`config.mk`:
```
export PLATFORM = sky130hd
export DESIGN_NAME = call_stack_param
export DESIGN_NICKNAME = d
export VERILOG_FILES = /design/src/rtl/call_stack_param.sv
export SDC_FILE = /design/constraint.sdc
export NUM_CORES = 1
export LEC_CHECK = 0
export CAP_MARGIN = 20
export CORE_ASPECT_RATIO = 0.6
export CORE_MARGIN = 2
export CORE_UTILIZATION = 54
export DETAILED_ROUTE_END_ITERATION = 8
export GPL_ROUTABILITY_DRIVEN = 0
export HOLD_SLACK_MARGIN = 0.03
export PLACE_DENSITY = 0.76
export SYNTH_ARGS = -nofsm -noshare
export SYNTH_HDL_FRONTEND = slang
export SYNTH_SLANG_ARGS = --single-unit
```
`constraint.sdc`:
```
create_clock -name clk -period 2.75 [get_ports clk]
set_clock_uncertainty 0.15 [all_clocks]
set_input_delay 0.275 -clock clk [delete_from_list [all_inputs] [get_ports clk]]
set_output_delay 0.275 -clock clk [all_outputs]
set_load 0.005 [all_outputs]
```
`src/rtl/call_stack_param.sv`:
```
// Return-address stack for the MCU core with configurable width and depth.
// It reports occupancy and keeps sticky overflow/underflow flags; a push while
// full either wraps or saturates, depending on WRAP_MODE.
module call_stack_param #(
   parameter int WIDTH      = 11,
   parameter int DEPTH_LOG2 = 4,
   parameter int WRAP_MODE  = 1
) (
   input  logic                  clk,
   input  logic                  reset,
   input  logic                  push,
   input  logic                  pop,
   input  logic [WIDTH-1:0]      stack_in,
   output logic [WIDTH-1:0]      stack_out,
   input  logic                  clr_flags,
   input  logic [DEPTH_LOG2-1:0] peek_idx,
   output logic [WIDTH-1:0]      peek_out,
   output logic [DEPTH_LOG2:0]   count,
   output logic                  empty,
   output logic                  full,
   output logic                  overflow,
   output logic                  underflow
);

   localparam int DEPTH = 2**DEPTH_LOG2;
   localparam logic [DEPTH_LOG2:0] DEPTH_CNT = (DEPTH_LOG2+1)'(DEPTH);

   logic [WIDTH-1:0]      mem [DEPTH];
   logic [DEPTH_LOG2-1:0] stk_ptr, ptr_nxt, wr_idx;
   logic [DEPTH_LOG2:0]   cnt_nxt;
   logic                  wr_en, set_ovf, set_unf;

   assign stack_out = mem[stk_ptr];
   assign peek_out  = mem[stk_ptr - peek_idx];
   assign empty     = (count == '0);
   assign full      = (count == DEPTH_CNT);

   always_comb begin
      wr_en   = 1'b0;
      wr_idx  = stk_ptr + 1'b1;
      ptr_nxt = stk_ptr;
      cnt_nxt = count;
      set_ovf = 1'b0;
      set_unf = 1'b0;
      case ({push, pop})
         2'b10: begin
            if (!full) begin
               wr_en   = 1'b1;
               ptr_nxt = stk_ptr + 1'b1;
               cnt_nxt = count + 1'b1;
            end else begin
               set_ovf = 1'b1;
               // circular mode drops the oldest return address
               if (WRAP_MODE != 0) begin
                  wr_en   = 1'b1;
                  ptr_nxt = stk_ptr + 1'b1;
               end
            end
         end
         2'b01: begin
            if (!empty) begin
               ptr_nxt = stk_ptr - 1'b1;
               cnt_nxt = count - 1'b1;
            end else begin
               set_unf = 1'b1;
               if (WRAP_MODE != 0) ptr_nxt = stk_ptr - 1'b1;
            end
         end
         2'b11: begin
            if (!empty) begin
               wr_en  = 1'b1;
               wr_idx = stk_ptr;
            end else begin
               // nothing to replace: becomes a push, but the pop is reported
               wr_en   = 1'b1;
               ptr_nxt = stk_ptr + 1'b1;
               cnt_nxt = count + 1'b1;
               set_unf = 1'b1;
            end
         end
         default: ;
      endcase
   end

   always_ff @(posedge clk) begin
      if (reset) begin
         stk_ptr   <= '1;
         count     <= '0;
         overflow  <= 1'b0;
         underflow <= 1'b0;
      end else begin
         stk_ptr <= ptr_nxt;
         count   <= cnt_nxt;
         if (set_ovf)        overflow <= 1'b1;
         else if (clr_flags) overflow <= 1'b0;
         if (set_unf)        underflow <= 1'b1;
         else if (clr_flags) underflow <= 1'b0;
      end
   end

   // storage is deliberately left out of reset
   always_ff @(posedge clk) begin
      if (!reset && wr_en) mem[wr_idx] <= stack_in;
   end

endmodule

```
==> run summary, run 1 <==
======================================================================================================
Leading cell types by total area after synthesis                                          sky130_fd_sc_hd__edfxtp_1 58%, sky130_fd_sc_hd__mux4_2 24%, sky130_fd_sc_hd__mux2i_1 4.0%, sky130_fd_sc_hd__dfxtp_1 3.3%, sky130_fd_sc_hd__ha_1 1.1%
Power share of the sequential group                                                              0.287
Fraction of power consumed by combinational cells                                                0.513
Number of distinct standard cells referenced by the synthesized netlist                             47
Post-route antenna net violation count                                                               0
Post-synthesis share of cell area spent on xor and xnor gates                                 0.009559
Number of synthesized register bits                                                                191
Clock transition at the register clock pins on the worst setup and hold paths after CTS          80 ps
Initial antenna violation count                                                                      0
CTS max path bufs                                                                                    2
Power after layout                                                                            12.62 mW
Number of port buffers                                                                              50
Net Sw Frac                                                                                     0.3363
CP peak stage delay                                                                             560 ps
Top cell type by total area after synthesis                                               sky130_fd_sc_hd__edfxtp_1
Number of max-slew violations in the final report                                                    0
WL/cell                                                                                       28.32 um
Source of the worst register-to-register timing path                                          count[0]
Class of the worst hold path                                                              input port to flip-flop
Final period utilization                                                                         1.237
Type of the worst setup path                                                              flip-flop to output port
Total power density per cell area                                                         1079 nW/um^2
NumNets Final                                                                                      651
Synthesized-area fraction occupied by adder cells                                              0.01529
Clock network fraction of design power                                                           0.199
Violations in the final reports                                                           setup timing
Count of final setup violators                                                                      19
Worst hold-check slack                                                                        339.2 ps
Total placed instance area                                                                 10510 sq um
Proportion of layout cells with a drive suffix above 1                                          0.4590
Share of synthesized area occupied by flip-flops and latches                                    0.6096
Die height                                                                                    104.9 um
Total overflow reported by the global router                                                         0
Leakage power figure                                                                          4.171 nW
Crit path DAT                                                                                  2980 ps
Iter 0 DRT Violations                                                                              805
Number of hold violations in the final report                                                        0
Minimum setup slack after placement                                                          -882.8 ps
Buffer and inverter count on the worst path                                                          6
Maximum vdd ir drop                                                                          0.5293 mV
Area share of the largest cell type after synthesis                                             0.5768
Die X-Extent                                                                                  172.2 um
List of most frequent post-synthesis cells                                                176 x sky130_fd_sc_hd__edfxtp_1, 99 x sky130_fd_sc_hd__mux4_2, 37 x sky130_fd_sc_hd__mux2i_1
Commonest register cell after synthesis                                                   sky130_fd_sc_hd__edfxtp_1
Number of buffers created by CTS                                                                    17
Aggregate negative setup slack                                                                -6614 ps
Post-synth EDFFs                                                                                   176
Compound-gate portion of the synthesized area                                                  0.03045
Number of clock sinks                                                                              191
CTS H-tree depth                                                                                     4
Fmax                                                                                         293.9 MHz
R2R cell count                                                                                       6
Async set or reset register ratio after synthesis                                                    0
Area added between synthesis and finish                                                         27.73%
Storage cell area                                                                           5592 sq um
Worst hold stages                                                                                    4
Result of the run                                                                         finished, violations left
Total via count after detailed routing                                                            5535
Num rows                                                                                            36
First-pass GRT wire length                                                                    36170 um
Via count of the first global-routing pass                                                        5516
Internal Pwr Total                                                                            8.379 mW
Maxcap violations                                                                                    0
Combinational family with the most area after synthesis                                   multiplexers
Post-layout instance area                                                                  11700 sq um
Effective utilization at floorplan                                                              0.5588
Detailed placer's ending HPWL                                                                 15210 um
Kind of end point of the critical path                                                     output port
GRT Resource Usage Total                                                                        0.2898
Post-synthesis area per instance                                                           19.37 sq um
Least setup slack across all paths after layout                                              -652.6 ps
Number of nets in the synthesized netlist                                                          503
Final routed DRC violation total                                                                     0
Post-synthesis instance area                                                                9163 sq um
Most frequent cell after synthesis                                                        sky130_fd_sc_hd__edfxtp_1
Series of cell instances along the critical path                                          inv_2 -> ha_4 -> inv_2 -> fa_2 -> buf_6 -> buf_12 -> buf_12 -> mux4_2 -> mux2i_2 -> mux2i_2 -> buf_2
Family with the most delay on the worst path                                              multiplexers
Setup repair after global routing missed its margin                                               true
Hold path startpoint                                                                         clr_flags
Multi-input logic area                                                                      3465 sq um
Worst setup startpoint                                                                      stk_ptr[0]
Slew at the pin with the worst max-slew slack                                                 609.7 ps
TritonCTS clock tree                                                                             built
Crit Path Max Fanout                                                                                 6
Count of antenna diodes in the layout                                                                0
Net Switching                                                                                 4.245 mW
Maximum number of pins on one net before global-route repair                                        29
Warning count from the yosys run                                                                     0
Wire length after detailed routing                                                            24410 um
Category of the worst setup path launch point                                                flip-flop
Clock latency on the worst-skew pair                                                            440 ps
Number of primary I/O pins                                                                          51
Gate Count Post-Synth                                                                              473
Number of search-and-repair iterations in the first detailed-routing pass                            5
Crit. path cell count                                                                               11
Core area                                                                                  16400 sq um
Max stage delay cell, worst path                                                          sky130_fd_sc_hd__fa_2
Critical path data required time                                                               2330 ps
Share of synthesized area spent on multiplexers                                                 0.2838
Period minus WS final                                                                          3403 ps
Die Outline Area                                                                           18060 sq um
Fraction of the mapped netlist area in simple logic gates                                      0.03250
Number of inserted filler cells in the final layout                                                979
Drt via density                                                                                  6.421
Max_slew headroom                                                                               0.5922
Cell at the root of the clock tree                                                        sky130_fd_sc_hd__clkbuf_16
======================================================================================================
per-layer routing:
| layer | wire length [um] | global-route usage | part of all wire | vias up |
|---|---|---|---|---|
| met5 | 0 | 0 | 0 | - |
| met4 | 435 | 0.08103 | 0.018 | 0 |
| met3 | 2302 | 0.06780 | 0.094 | 41 |
| met2 | 11570 | 0.4271 | 0.47 | 316 |
| met1 | 10100 | 0.4398 | 0.41 | 2875 |
| li1 | - | - | - | 2303 |
cell type report:
class / count / share of cell area
clock buffer: 17 / 0.03635
sequential: 191 / 0.4778
multi-input combinational: 244 / 0.2960
timing repair buffer: 159 / 0.1484
inverter: 8 / 0.002566
clock inverter: 15 / 0.01454
tap: 228 / 0.02437
path summary, 6_finish.rpt:
kind	slack, ps	endpoint
worst max-delay path	-650	peek_out[9]
worst min-delay path	340	underflow
worst max register to register	90	mem[8][0]
worst min register to register	390	overflow
power by group through the flow:
stage	Clock, mW	Sequential (mW)	Combinational, mW
after detailed placement	0	3.69	5.61
final	2.52	3.63	6.48
after global placement	0	3.66	5.55
after global routing	2.65	3.65	6.79
after CTS	2.53	3.62	6.38
after floorplan	0	3.62	3.26
worst reg2reg max path, cell delays in order, from the launching register on:
cell and delay [ps]:
sky130_fd_sc_hd__dfxtp_1 380, sky130_fd_sc_hd__or4_4 610, sky130_fd_sc_hd__o21ai_4 280, sky130_fd_sc_hd__and2b_4 220, sky130_fd_sc_hd__a31oi_1 180, sky130_fd_sc_hd__nor2_1 250, sky130_fd_sc_hd__buf_4 270
what timing repair did:
item | 4_1_cts | 5_1_grt
buffers inserted | 34 | 11
setup endpoints to repair | 22 | 20
gates cloned | 4 | 0
resized for setup | 127 | 18
hold buffers | 0 | 0
pin swaps | 1 | 1
logic make-up (layout without fill, tap and decap cells):
logic type,Yosys count,in the layout
simple gates,55,55
fa+ha+maj,10,10
compound gates,33,33
buf+inv,38,199
xor+xnor,10,10
mux,136,136
flops,191,191
registers in the layout, summed over array words and instances, names as in the netlist, named ones only:
signal	flops
stk_ptr	4
overflow	1
underflow	1
count	5
mem	176
layout by cell type (no fill, tap or decap), types with 4 or more instances in the layout:
| master | n |
|---|---|
| sky130_fd_sc_hd__nor2_1 | 21 |
| sky130_fd_sc_hd__inv_8 | 5 |
| sky130_fd_sc_hd__buf_12 | 29 |
| sky130_fd_sc_hd__buf_2 | 13 |
| sky130_fd_sc_hd__clkdlybuf4s50_1 | 28 |
| sky130_fd_sc_hd__a21o_1 | 6 |
| sky130_fd_sc_hd__inv_1 | 6 |
| sky130_fd_sc_hd__inv_6 | 4 |
| sky130_fd_sc_hd__xor2_1 | 6 |
| sky130_fd_sc_hd__buf_6 | 17 |
| sky130_fd_sc_hd__mux2i_1 | 29 |
| sky130_fd_sc_hd__buf_8 | 8 |
| sky130_fd_sc_hd__nand2b_1 | 6 |
| sky130_fd_sc_hd__mux2i_2 | 8 |
| sky130_fd_sc_hd__ha_1 | 7 |
| sky130_fd_sc_hd__nor4_1 | 4 |
| sky130_fd_sc_hd__a21oi_1 | 4 |
| sky130_fd_sc_hd__clkbuf_16 | 17 |
| sky130_fd_sc_hd__edfxtp_1 | 176 |
| sky130_fd_sc_hd__mux4_2 | 99 |
| sky130_fd_sc_hd__buf_4 | 61 |
| sky130_fd_sc_hd__dfxtp_1 | 12 |
| sky130_fd_sc_hd__nand2_1 | 5 |
through the flow:
step | utilization | std cells
2_1_floorplan | - | 473
3_3_place_gp | 0.6409 | 785
3_5_place_dp | 0.6409 | 785
4_1_cts | 0.7104 | 855
5_1_grt | 0.7138 | 862
6_report | 0.7138 | 862
Note: power is estimated with default switching activity, not from simulation.
==> run 2: changes to the inputs <==
GPL_TIMING_DRIVEN = 0   (was unset)
SKIP_CTS_REPAIR_TIMING = 1   (was unset)
SLEW_MARGIN = 30   (was unset)
==> run 2 against run 1 <==
The flow still finishes with violations (setup timing). Maximum frequency decreased by 4.6%. Sequential cell count unchanged. Sequential share of layout area increased by 0.35 points. Count of clock-buffer cells in the layout increased by 2. Final cell count decreased by 2.7%. Highest routed layer is now met5. Cell area decreased by 0.68%. Non-clock buffer count decreased by 23. Global-route usage decreased by 1.9 points. Register-to-register slack got worse by 80 ps. Total power increased by 2.5%. Hold slack improved by 20 ps. Core utilization decreased by 0.49 points.
==> run summary, run 2 (synthesis gave the netlist of run 1 again) <==
======================================================================================================
Result of the run                                                                         finished, violations left   unchanged
Violations in the final reports                                                           setup timing   unchanged
Effective utilization at floorplan                                                              0.5588   unchanged
Met1 WL                                                                                       10340 um   was 10100 um
Drt via density                                                                                  6.775   was 6.421
TritonCTS clock tree                                                                             built   unchanged
Post-route core utilization                                                                     0.7089   was 0.7138
Initial antenna violation count                                                                      0   unchanged
Finished Layout Cells                                                                              839   was 862
Critical path data required time                                                               2330 ps   about the same
Register with the most flip-flops                                                                  mem   unchanged
Die height                                                                                    104.9 um   unchanged
CTS max path bufs                                                                                    2   unchanged
Count of final setup violators                                                                      19   unchanged
Kind of end point of the critical path                                                     output port   unchanged
Crit path DAT                                                                                  3140 ps   was 2980 ps
Amount of wire on met2 after detailed routing                                                 11640 um   was 11570 um
Num rows                                                                                            36   unchanged
Area added between synthesis and finish                                                         26.86%   was 27.73%
Category of the worst setup path launch point                                                flip-flop   unchanged
Flip-flop count of the largest register, all copies and words added                                176   unchanged
Net Switching                                                                                 4.527 mW   was 4.245 mW
Source of the worst register-to-register timing path                                          count[3]   was count[0]
Die X-Extent                                                                                  172.2 um   unchanged
Max stage delay cell, worst path                                                          sky130_fd_sc_hd__fa_1   was sky130_fd_sc_hd__fa_2
Worst setup startpoint                                                                      stk_ptr[0]   unchanged
CP peak stage delay                                                                             580 ps   was 560 ps
Number of search-and-repair iterations in the first detailed-routing pass                            5   unchanged
Crit Path Max Fanout                                                                                 8   was 6
Die Outline Area                                                                           18060 sq um   unchanged
Aggregate negative setup slack                                                                -8572 ps   was -6614 ps
Largest registers in the final layout                                                     mem x176, count x5, stk_ptr x4   unchanged
Net Sw Frac                                                                                     0.3499   was 0.3363
Maxcap violations                                                                                    0   unchanged
Wire length after detailed routing                                                            25860 um   was 24410 um
WL/cell                                                                                       30.82 um   was 28.32 um
Core area                                                                                  16400 sq um   unchanged
Post-layout instance area                                                                  11620 sq um   was 11700 sq um
Least setup slack across all paths after layout                                              -816.6 ps   was -652.6 ps
Number of max-slew violations in the final report                                                    0   unchanged
Maximum number of pins on one net before global-route repair                                        17   was 29
Hold path startpoint                                                                         clr_flags   unchanged
Max_slew headroom                                                                               0.4791   was 0.5922
Topmost layer with routed signal wires                                                            met5   was met4
Via count of the first global-routing pass                                                        5188   was 5516
Class of the worst hold path                                                              input port to flip-flop   unchanged
CTS H-tree depth                                                                                     4   unchanged
Cell count after placement                                                                         751   was 785
Fraction of power consumed by combinational cells                                                0.520   was 0.513
Maximum vdd ir drop                                                                          0.4239 mV   was 0.5293 mV
Detailed placer's ending HPWL                                                                 15600 um   was 15210 um
Worst hold-check slack                                                                        359.0 ps   was 339.2 ps
Most common cell after layout, fill and taps aside                                        sky130_fd_sc_hd__edfxtp_1   unchanged
Iter 0 DRT Violations                                                                              759   was 805
Type of the worst setup path                                                              flip-flop to output port   unchanged
Fmax                                                                                         280.4 MHz   was 293.9 MHz
First-pass GRT wire length                                                                    33610 um   was 36170 um
Total overflow reported by the global router                                                         0   unchanged
Minimum setup slack after placement                                                           -1541 ps   was -882.8 ps
Total placed instance area                                                                 10010 sq um   was 10510 sq um
Period minus WS final                                                                          3567 ps   was 3403 ps
Leakage power figure                                                                          3.973 nW   was 4.171 nW
Slew at the pin with the worst max-slew slack                                                 778.9 ps   was 609.7 ps
Cell at the root of the clock tree                                                        sky130_fd_sc_hd__clkbuf_16   unchanged
Post-route antenna net violation count                                                               0   unchanged
GRT Resource Usage Total                                                                        0.2712   was 0.2898
Number of hold violations in the final report                                                        0   unchanged
Total via count after detailed routing                                                            5684   was 5535
Final period utilization                                                                         1.297   was 1.237
Number of port buffers                                                                              50   unchanged
Number of primary I/O pins                                                                          51   unchanged
Worst hold stages                                                                                    4   unchanged
Number of buffers created by CTS                                                                    17   unchanged
Final routed DRC violation total                                                                     0   unchanged
Number of clock sinks                                                                              191   unchanged
Total power density per cell area                                                         1113 nW/um^2   was 1079 nW/um^2
Proportion of layout cells with a drive suffix above 1                                          0.4615   was 0.4590
R2R cell count                                                                                       5   was 6
Internal Pwr Total                                                                            8.411 mW   was 8.379 mW
Power share of the sequential group                                                              0.281   was 0.287
Sum of met3 wire segment lengths after detailed routing                                        3454 um   was 2302 um
Commonest cells after routing, fill and taps aside                                        176 x sky130_fd_sc_hd__edfxtp_1, 99 x sky130_fd_sc_hd__mux4_2, 34 x sky130_fd_sc_hd__buf_4   was 176 x sky130_fd_sc_hd__edfxtp_1, 99 x sky130_fd_sc_hd__mux4_2, 61 x sky130_fd_sc_hd__buf_4
Number of inserted filler cells in the final layout                                                982   was 979
Power after layout                                                                            12.94 mW   was 12.62 mW
NumNets Final                                                                                      628   was 651
Clock transition at the register clock pins on the worst setup and hold paths after CTS          70 ps   was 80 ps
Count of antenna diodes in the layout                                                                0   unchanged
Clock latency on the worst-skew pair                                                            440 ps   about the same
Setup repair after global routing missed its margin                                               true   unchanged
Series of cell instances along the critical path                                          inv_4 -> ha_4 -> inv_2 -> fa_1 -> buf_12 -> buf_4 -> buf_12 -> buf_4 -> mux4_2 -> mux2i_1 -> mux2i_1 -> clkbuf_2   was inv_2 -> ha_4 -> inv_2 -> fa_2 -> buf_6 -> buf_12 -> buf_12 -> mux4_2 -> mux2i_2 -> mux2i_2 -> buf_2
Clock network fraction of design power                                                           0.200   was 0.199
======================================================================================================
-- run 2: cell types whose count changed in the layout (fill, tap and decap cells not counted), moves of 7 or more --
| cell | previous run | this run |
|---|---|---|
| sky130_fd_sc_hd__buf_12 | 29 | 16 |
| sky130_fd_sc_hd__nor2_1 | 21 | 9 |
| sky130_fd_sc_hd__mux2i_4 | 0 | 10 |
| sky130_fd_sc_hd__nor2_4 | 1 | 13 |
| sky130_fd_sc_hd__buf_4 | 61 | 34 |
| sky130_fd_sc_hd__mux2i_1 | 29 | 21 |
| sky130_fd_sc_hd__clkbuf_2 | 1 | 24 |
| sky130_fd_sc_hd__buf_2 | 13 | 6 |
-- run 2: final timing paths --
| kind | end | slack [ps] |
|---|---|---|
| worst max-delay path | peek_out[6] | -820 |
| worst min-delay path | underflow | 360 |
| worst min register to register | underflow | 390 |
| worst max register to register | mem[1][1] | 10 |
-- run 2: cell type report --
class / count / area (sq um) / share of cell area
Timing Repair Buffer: 106 / 1056 / 0.09085
Inverter: 8 / 32.53 / 0.002799
Tap cell: 228 / 285.3 / 0.02454
Clock inverter: 13 / 170.2 / 0.01464
Sequential cell: 191 / 5594 / 0.4813
Multi-Input combinational cell: 244 / 3716 / 0.3197
Buffer: 30 / 336.6 / 0.02896
Clock buffer: 19 / 432.9 / 0.03724
-- run 2: metal layers --
| metal | track usage | vias to the layer above |
|---|---|---|
| li1 | - | 2254 |
| met1 | 0.4200 | 3015 |
| met2 | 0.3612 | 378 |
| met3 | 0.09773 | 35 |
| met4 | 0.08403 | 2 |
| met5 | 0 | - |
-- run 2: critical path: cells and delay by family (launching register included) --
| family | cells | cell delay (ps) |
|---|---|---|
| mux | 3 | 910 |
| buf+inv | 7 | 720 |
| flops | 1 | 360 |
| fa+ha+maj | 2 | 700 |
-- run 2: power groups by stage --
stage	registers, mW	clock network [mW]	logic, mW
after floorplan	3.62	0	3.26
after global placement	3.65	0	5.11
after detailed placement	3.67	0	5.24
after CTS	3.61	2.58	5.28
after global routing	3.65	2.69	7.01
final	3.63	2.58	6.73
==> variant, RTL diff (settings of run 2) <==
Set the parameter `WRAP_MODE` to 0 (it was 1).
--- a/src/rtl/call_stack_param.sv
+++ b/src/rtl/call_stack_param.sv
@@ -5,5 +5,5 @@
    parameter int WIDTH      = 11,
    parameter int DEPTH_LOG2 = 4,
-   parameter int WRAP_MODE  = 1
+   parameter int WRAP_MODE  = 0
 ) (
    input  logic                  clk,
Formal check against the unedited RTL: not equivalent (a bounded check fails within 4 cycles, from zero or initial values and one cycle with reset high).
==> variant against run 2 <==
The flow still finishes with violations (negative setup slack). Power increased by 14%. Largest cell class unchanged. Area after synthesis increased by 1.3%. Global-route usage increased by 0.27 points. Critical path depth decreased by 1. Routed wire length increased by 6.4%. Highest routed layer is now met4. Sequential cell count unchanged. Worst setup slack improved by 0.0078 ns. Final area increased by 3.2%.
==> variant: results <==
{
  "run_status": "finished with violations",
  "violations": "negative setup slack",
  "wire_per_inst_um": 30.92,
  "setup_ws_ns": -0.8088,
  "worstPathMaxFanout": 5,
  "grt_max_degree": 19,
  "layout.nets": 673,
  "fin_cells": 890,
  "dr.first_iter.drc_count": 947,
  "place_ws_ns": -1.407,
  "drt_first_pass_iters": 7,
  "crit_arrival_ns": 3.13,
  "setup_viol": 152,
  "drive_gt1_share_pct": 48.02,
  "grt_pass1_vias": 5405,
  "fill_cells": 1013,
  "vias": 6103,
  "switchingPower_w": 0.005487,
  "critPathSlowestCell": "fa_2",
  "cellLeakagePower_nw": 4.136,
  "max-vdd-ir-drop_mv": 0.5568,
  "tns_ns": -13.15,
  "dp.cells": 783,
  "syn_nets": 530,
  "yosysSeqAreaShare_pct": 60.19,
  "synth_common_cells": "edfxtp_1, mux4_2, mux2i_1, nor2_1, buf_2"
}
==> variant: kinds of logic after synthesis <==
family | count (synthesis) | share of synthesized area (%)
DFF | 191 | 60.19
muxes | 138 | 28.29
and+or+nand+nor | 66 | 3.789
buffers and inverters | 45 | 2.157
AOI/OAI and AO/OA | 40 | 3.115
xor gates and xnor gates | 10 | 0.9440
adders and majority gates | 10 | 1.510
==> variant: area by class of cell <==
type | count | area, um2 | share of cell area (%)
Buffer | 33 | 369.1 | 3.078
Timing Repair Buffer | 125 | 1284 | 10.71
Clock buffer | 17 | 425.4 | 3.548
Multi-Input combinational cell | 264 | 3809 | 31.76
Sequential cell | 191 | 5594 | 46.65
Inverter | 11 | 46.29 | 0.3861
Clock inverter | 15 | 171.4 | 1.429
Tap cell | 234 | 292.8 | 2.442
==> variant: worst paths after layout <==
kind / start / to / slack (ns) / cells after the start
worst min register to register: overflow$_SDFFE_PP0P_ / overflow$_SDFFE_PP0P_ / 0.35 / 2
worst max register to register: count[0]$_SDFFE_PP0P_ / mem[9][0]$_DFFE_PP_ / -0.06 / 7
worst max-delay path: stk_ptr[0]$_SDFFE_PP1N_ / peek_out[5] / -0.81 / 11
worst min-delay path: overflow$_SDFFE_PP0P_ / overflow$_SDFFE_PP0P_ / 0.35 / 2
==> variant: per-layer routing <==
layer / track usage [%] / share of wire, % / vias to the layer above
li1: - / - / 2379
met1: 40.77 / 39 / 3217
met2: 38.69 / 45 / 449
met3: 10.32 / 14 / 58
met4: 6.295 / 2.2 / 0
met5: 0 / 0 / -
==> variant: critical path, delay by kind of cell (launching register included) <==
kind	cells	cell delay, ns
buffers and inverters	6	0.66
adder cells (fa/ha/maj)	2	0.73
flip-flops	1	0.36
multiplexers	3	0.94
==> variant: power by group through the flow <==
stage	combinational, W	clock [W]	sequential [W]
3_5_place_dp	0.00623	0	0.00378
4_1_cts	0.00629	0.00254	0.00372
2_1_floorplan	0.00390	0	0.00372
5_1_grt	0.00874	0.00266	0.00378
6_report	0.00848	0.00254	0.00376
3_3_place_gp	0.00606	0	0.00375
==> variant: through the flow <==
stage                     hold slack [ns]  cell area, um2
after CTS                          0.3484           10700
after global routing               0.3603           11990
after global placement             0.3088           10060
after detailed placement           0.3379           10100
after floorplan                    0.2239            9279
final                              0.3453           11990
